==> config.mk <==
export PLATFORM = sky130hd
export DESIGN_NAME = lsu_axi_master_bridge
export DESIGN_NICKNAME = d
export VERILOG_FILES = /design/src/rtl/lsu_axi_master_bridge.sv
export SDC_FILE = /design/constraint.sdc
export NUM_CORES = 1
export LEC_CHECK = 0
export ABC_AREA = 1
export CORE_AREA = 2 2 224 226
export DETAILED_ROUTE_END_ITERATION = 8
export DIE_AREA = 0 0 226 228
export GPL_TIMING_DRIVEN = 0
export PLACE_DENSITY = 0.44
export SYNTH_ARGS = -nofsm -noshare
export SYNTH_HDL_FRONTEND = slang
export SYNTH_SLANG_ARGS = --single-unit
==> constraint.sdc <==
create_clock -name aclk -period 1.8 [get_ports aclk]
set_input_delay 0.54 -clock aclk [delete_from_list [all_inputs] [get_ports aclk]]
set_output_delay 0.54 -clock aclk [all_outputs]
set_load 0.01 [all_outputs]
==> src/rtl/lsu_axi_master_bridge.sv <==
// Bridges the LSU request/response port to single-beat AXI4 master transactions, one outstanding.
// Optional response error checking is enabled by defining LSU_AXI_BRIDGE_ERR_CHECK_EN.
module lsu_axi_master_bridge #(
  parameter int AXI_ADDR_W = 64,
  parameter int AXI_ID_W   = 8,
  parameter int AXI_DATA_W = 64,
  parameter logic [AXI_ID_W-1:0] BRIDGE_ID = '0
) (
  input  logic                    aclk,
  input  logic                    arst_n,
  input  logic                    req_valid,
  output logic                    req_ready,
  input  logic                    req_we,
  input  logic [AXI_ADDR_W-1:0]   req_addr,
  input  logic [2:0]              req_size,
  input  logic [AXI_DATA_W-1:0]   req_wdata,
  input  logic [AXI_DATA_W/8-1:0] req_wstrb,
  output logic                    resp_valid,
  input  logic                    resp_ready,
  output logic [AXI_DATA_W-1:0]   resp_rdata,
  output logic                    resp_err,
  output logic                    mst_awvalid,
  input  logic                    mst_awready,
  output logic [AXI_ADDR_W-1:0]   mst_awaddr,
  output logic [7:0]              mst_awlen,
  output logic [2:0]              mst_awsize,
  output logic [1:0]              mst_awburst,
  output logic                    mst_awlock,
  output logic [3:0]              mst_awcache,
  output logic [2:0]              mst_awprot,
  output logic [3:0]              mst_awqos,
  output logic [3:0]              mst_awregion,
  output logic [AXI_ID_W-1:0]     mst_awid,
  output logic                    mst_wvalid,
  input  logic                    mst_wready,
  output logic [AXI_DATA_W-1:0]   mst_wdata,
  output logic [AXI_DATA_W/8-1:0] mst_wstrb,
  output logic                    mst_wlast,
  input  logic                    mst_bvalid,
  output logic                    mst_bready,
  input  logic [AXI_ID_W-1:0]     mst_bid,
  input  logic [1:0]              mst_bresp,
  output logic                    mst_arvalid,
  input  logic                    mst_arready,
  output logic [AXI_ADDR_W-1:0]   mst_araddr,
  output logic [7:0]              mst_arlen,
  output logic [2:0]              mst_arsize,
  output logic [1:0]              mst_arburst,
  output logic                    mst_arlock,
  output logic [3:0]              mst_arcache,
  output logic [2:0]              mst_arprot,
  output logic [3:0]              mst_arqos,
  output logic [3:0]              mst_arregion,
  output logic [AXI_ID_W-1:0]     mst_arid,
  input  logic                    mst_rvalid,
  output logic                    mst_rready,
  input  logic [AXI_ID_W-1:0]     mst_rid,
  input  logic [1:0]              mst_rresp,
  input  logic [AXI_DATA_W-1:0]   mst_rdata,
  input  logic                    mst_rlast
);

  typedef enum logic [2:0] {S_IDLE, S_WR, S_WB, S_RD, S_RW, S_RESP} state_t;

  state_t                  state;
  logic [AXI_ADDR_W-1:0]   addr_q;
  logic [2:0]              size_q;
  logic [AXI_DATA_W-1:0]   wdata_q;
  logic [AXI_DATA_W/8-1:0] wstrb_q;
  logic                    aw_done;
  logic                    w_done;
  logic                    aw_hs;
  logic                    w_hs;

  assign aw_hs     = mst_awvalid & mst_awready;
  assign w_hs      = mst_wvalid & mst_wready;
  assign req_ready = (state == S_IDLE);

  assign mst_awaddr   = addr_q;
  assign mst_awlen    = 8'h00;
  assign mst_awsize   = size_q;
  assign mst_awburst  = 2'h1;
  assign mst_awlock   = 1'b0;
  assign mst_awcache  = 4'h0;
  assign mst_awprot   = 3'h0;
  assign mst_awqos    = 4'h0;
  assign mst_awregion = 4'h0;
  assign mst_awid     = BRIDGE_ID;
  assign mst_wdata    = wdata_q;
  assign mst_wstrb    = wstrb_q;
  assign mst_wlast    = 1'b1;
  assign mst_araddr   = addr_q;
  assign mst_arlen    = 8'h00;
  assign mst_arsize   = size_q;
  assign mst_arburst  = 2'h1;
  assign mst_arlock   = 1'b0;
  assign mst_arcache  = 4'h0;
  assign mst_arprot   = 3'h0;
  assign mst_arqos    = 4'h0;
  assign mst_arregion = 4'h0;
  assign mst_arid     = BRIDGE_ID;

`ifndef LSU_AXI_BRIDGE_ERR_CHECK_EN
  logic unused_resp_fields;
  assign unused_resp_fields = ^{mst_bid, mst_bresp, mst_rid, mst_rresp, mst_rlast};
  assign resp_err = 1'b0;
`endif

  always_ff @(posedge aclk or negedge arst_n) begin
    if (!arst_n) begin
      state       <= S_IDLE;
      addr_q      <= '0;
      size_q      <= '0;
      wdata_q     <= '0;
      wstrb_q     <= '0;
      aw_done     <= 1'b0;
      w_done      <= 1'b0;
      mst_awvalid <= 1'b0;
      mst_wvalid  <= 1'b0;
      mst_bready  <= 1'b0;
      mst_arvalid <= 1'b0;
      mst_rready  <= 1'b0;
      resp_valid  <= 1'b0;
      resp_rdata  <= '0;
`ifdef LSU_AXI_BRIDGE_ERR_CHECK_EN
      resp_err    <= 1'b0;
`endif
    end else begin
      case (state)
        S_IDLE: begin
          if (req_valid) begin
            addr_q  <= req_addr;
            size_q  <= req_size;
            wdata_q <= req_wdata;
            wstrb_q <= req_wstrb;
            if (req_we) begin
              state       <= S_WR;
              mst_awvalid <= 1'b1;
              mst_wvalid  <= 1'b1;
            end else begin
              state       <= S_RD;
              mst_arvalid <= 1'b1;
            end
          end
        end
        S_WR: begin
          // AW and W complete independently; a handshake this cycle counts as done
          if (aw_hs) begin
            mst_awvalid <= 1'b0;
            aw_done     <= 1'b1;
          end
          if (w_hs) begin
            mst_wvalid <= 1'b0;
            w_done     <= 1'b1;
          end
          if ((aw_done || aw_hs) && (w_done || w_hs)) begin
            state      <= S_WB;
            mst_bready <= 1'b1;
            aw_done    <= 1'b0;
            w_done     <= 1'b0;
          end
        end
        S_WB: begin
          if (mst_bvalid) begin
            state      <= S_RESP;
            mst_bready <= 1'b0;
            resp_valid <= 1'b1;
            resp_rdata <= '0;
`ifdef LSU_AXI_BRIDGE_ERR_CHECK_EN
            resp_err   <= (mst_bresp != 2'h0) || (mst_bid != BRIDGE_ID);
`endif
          end
        end
        S_RD: begin
          if (mst_arready) begin
            state       <= S_RW;
            mst_arvalid <= 1'b0;
            mst_rready  <= 1'b1;
          end
        end
        S_RW: begin
          if (mst_rvalid) begin
            state      <= S_RESP;
            mst_rready <= 1'b0;
            resp_valid <= 1'b1;
            resp_rdata <= mst_rdata;
`ifdef LSU_AXI_BRIDGE_ERR_CHECK_EN
            resp_err   <= (mst_rresp != 2'h0) || (mst_rid != BRIDGE_ID) || !mst_rlast;
`endif
          end
        end
        S_RESP: begin
          if (resp_ready) begin
            state      <= S_IDLE;
            resp_valid <= 1'b0;
          end
        end
        default: state <= S_IDLE;
      endcase
    end
  end

endmodule
==> reports/summary.txt <==
RSZ-0062 raised after global routing: yes
Core Rows: 82
max-cap violations: 0
P&R area growth vs syn: 76.7%
Synth Area per Inst: 8.57 µm²
vias: 8902
FILL cells: 5240
Clk pin slew, worst setup/hold paths: 0.06 ns
Slew Limit Headroom: 0.566
Hold WC Path Type: input pin to asynchronous set/reset pin
Final nets: 1941
# setup viols final: 1
failing checks: setup timing
Core Region: 0.0493 mm²
Post-Syn Instances: 1093
Yosys cell types: 20
I/O Buffers: 489
max-slew violations: 0
gpl congestion: 0.752
share of layout cells above drive strength 1: 0.223
worst-case reg-to-reg path depth: 7
worst-path maximum fanout: 3
measured slew at the worst slew-check pin: 0.651 ns
Pwr Density: 1700 mW/mm²
crit path launch type: flop
CP endpoint kind: output port
Tmin final: 1.91 ns
Placed Cells incl. Taps: 2324
# DRC: 0
#FFs+latches synth: 214
vias in the first global route: 8926
Final HPWL DP: 28600 µm
GRT Util Overall: 0.141
Tcrit/Tclk final: 1.06
Num CTS Buffers: 28
global-route wire length before repair: 55800 µm
Vias/cell: 3.70
initial antenna violation count: 5
FF-to-FF setup slack: 0.13 ns
pin count of the biggest net entering global routing: 109
clk buf depth: 3
drt first pass iters: 4
Max Freq: 525 MHz
status: finished, violations left
setup_tns: -0.106 ns
Final Skew: 0.0174 ns
Reg-to-Reg End: resp_rdata[39]
crit path DAT: 1.37 ns
Seq/Total Area, Yosys: 0.572
die width: 226 µm
CTS H-Tree Depth: 1
num ports: 581
final hold vios: 0
GRT overflow: 0
initial detailed-routing violation count: 413
Non-Filler Instances: 2405
Storage cell area: 0.00537 mm²
peak supply drop: 673 µV
synth warn: 0
Num Clock Sinks: 214
Wirelength per Cell: 15.7 µm
die height: 228 µm
reg-to-reg critical path startpoint: state[1]
Initial Util: 0.190
CTS tree: built
area of the multi-input gates: 0.00293 mm²
WS Path Type: flop to output port
Req. time, crit path: 1.26 ns
total die area: 0.0515 mm²
ANT nets after route: 0
Cell Area, Synth: 0.00937 mm²
setup slack after layout: -0.106 ns
worst skew pair latency: 0.55 ns
drt total wl: 37700 µm
leakage: 0.00872 µW
clock root buffer: clkbuf_16
-- kinds of logic (layout without fill, tap and decap cells) --
group,count (synthesis),after routing,share of synthesized area
simple gates,662,662,0.277
flops,214,214,0.572
buf+inv,206,773,0.145
compound gates,9,9,0.00561
other cells,2,75,0.000802
-- layout by cell type, fill, tap and decap left out, types with 30 or more instances in the layout --
master	Yosys	layout
conb_1	2	70
buf_2	34	42
dfrtp_1	214	206
nand2_1	577	575
nand3_1	74	74
clkbuf_2	0	30
clkdlybuf4s15_1	0	131
dlygate4sd2_1	0	32
buf_4	144	148
buf_6	0	80
clkdlybuf4s50_1	0	211
-- report_power, final --
group / internal, µW / switching (µW)
combinational: 6780 / 6850
clock: 3650 / 2200
sequential: 7060 / 1570
total: 17500 / 10600
-- cells in the mapped netlist (all sizes together) --
library cell	count	area, µm²
a211oi	1	7.51
o21ai	3	15.0
nand2	577	2170
o22ai	1	6.26
nand3	74	370
a21oi	2	10.0
a31oi	1	6.26
inv	19	71.3
conb	2	7.51
buf	181	1260
dfrtp	214	5360
nor2	9	43.8
o21a	1	7.51
clkbuf	6	22.5
nand3b	2	15.0
-- stage by stage --
step                hold slack (ns)  power [µW]   util  setup WS [ns]  instance area [µm²]
CTS                           0.319       28400  0.334         -0.160                16500
finish                        0.360       28100  0.335         -0.106                16500
global route                  0.336       30100  0.335         -0.165                16500
global placement              0.461       23000  0.311         -10.04                15400
detailed placement            0.337       23000  0.312         -0.644                15400
floorplan                     0.244       14600      -          0.348                 9620
-- worst max path at each step --
stage	endpoint	slack [ns]	cells after the start	startpoint
finish	req_ready	-0.11	4	state[1]
global route	req_ready	-0.17	4	state[1]
CTS	req_ready	-0.16	4	state[0]
detailed placement	mst_wdata[53]	-0.64	6	req_valid
global placement	mst_wdata[1]	-10.04	1	arst_n
floorplan	mst_araddr[0]	0.35	10	state[0]
-- cell type report --
type / count / area share
antenna: 5 / 0.000756
buffer: 163 / 0.0746
clock buffer: 44 / 0.0515
clock inverter: 7 / 0.00681
inverter: 19 / 0.00446
multi-input combinational: 741 / 0.177
sequential: 214 / 0.324
tap: 672 / 0.0508
timing repair buffer: 540 / 0.310
-- state kept, by name, indices dropped and copies added, names as in the netlist, 3 cells and up --
name,flops
mst_araddr,64
mst_arsize,3
mst_wdata,64
mst_wstrb,8
resp_rdata,64
state,3
-- metal layers --
metal,routed length (µm),up-vias,share of wire,track usage
li1,-,4379,-,-
met1,14900,4151,0.40,0.163
met2,19000,314,0.50,0.250
met3,2970,56,0.079,0.0390
met4,821,2,0.022,0.0445
met5,13,-,0.00035,0
-- critical path, stage by stage (launching register included) --
cell and delay, ns:
dfrtp_2 0.44, nor2_4 0.12, nand2_2 0.08, inv_2 0.07, buf_6 0.10
-- repair_timing --
item / CTS / global route
hold buffers: 1 / 0
cloned: 0 / 0
hold endpoints to repair: 3 / 0
gates resized for setup: 717 / 138
setup buffers: 36 / 14
endpoints found under the setup margin: 427 / 281
pin swaps: 1 / 1
(Power assumes the default switching activity.)
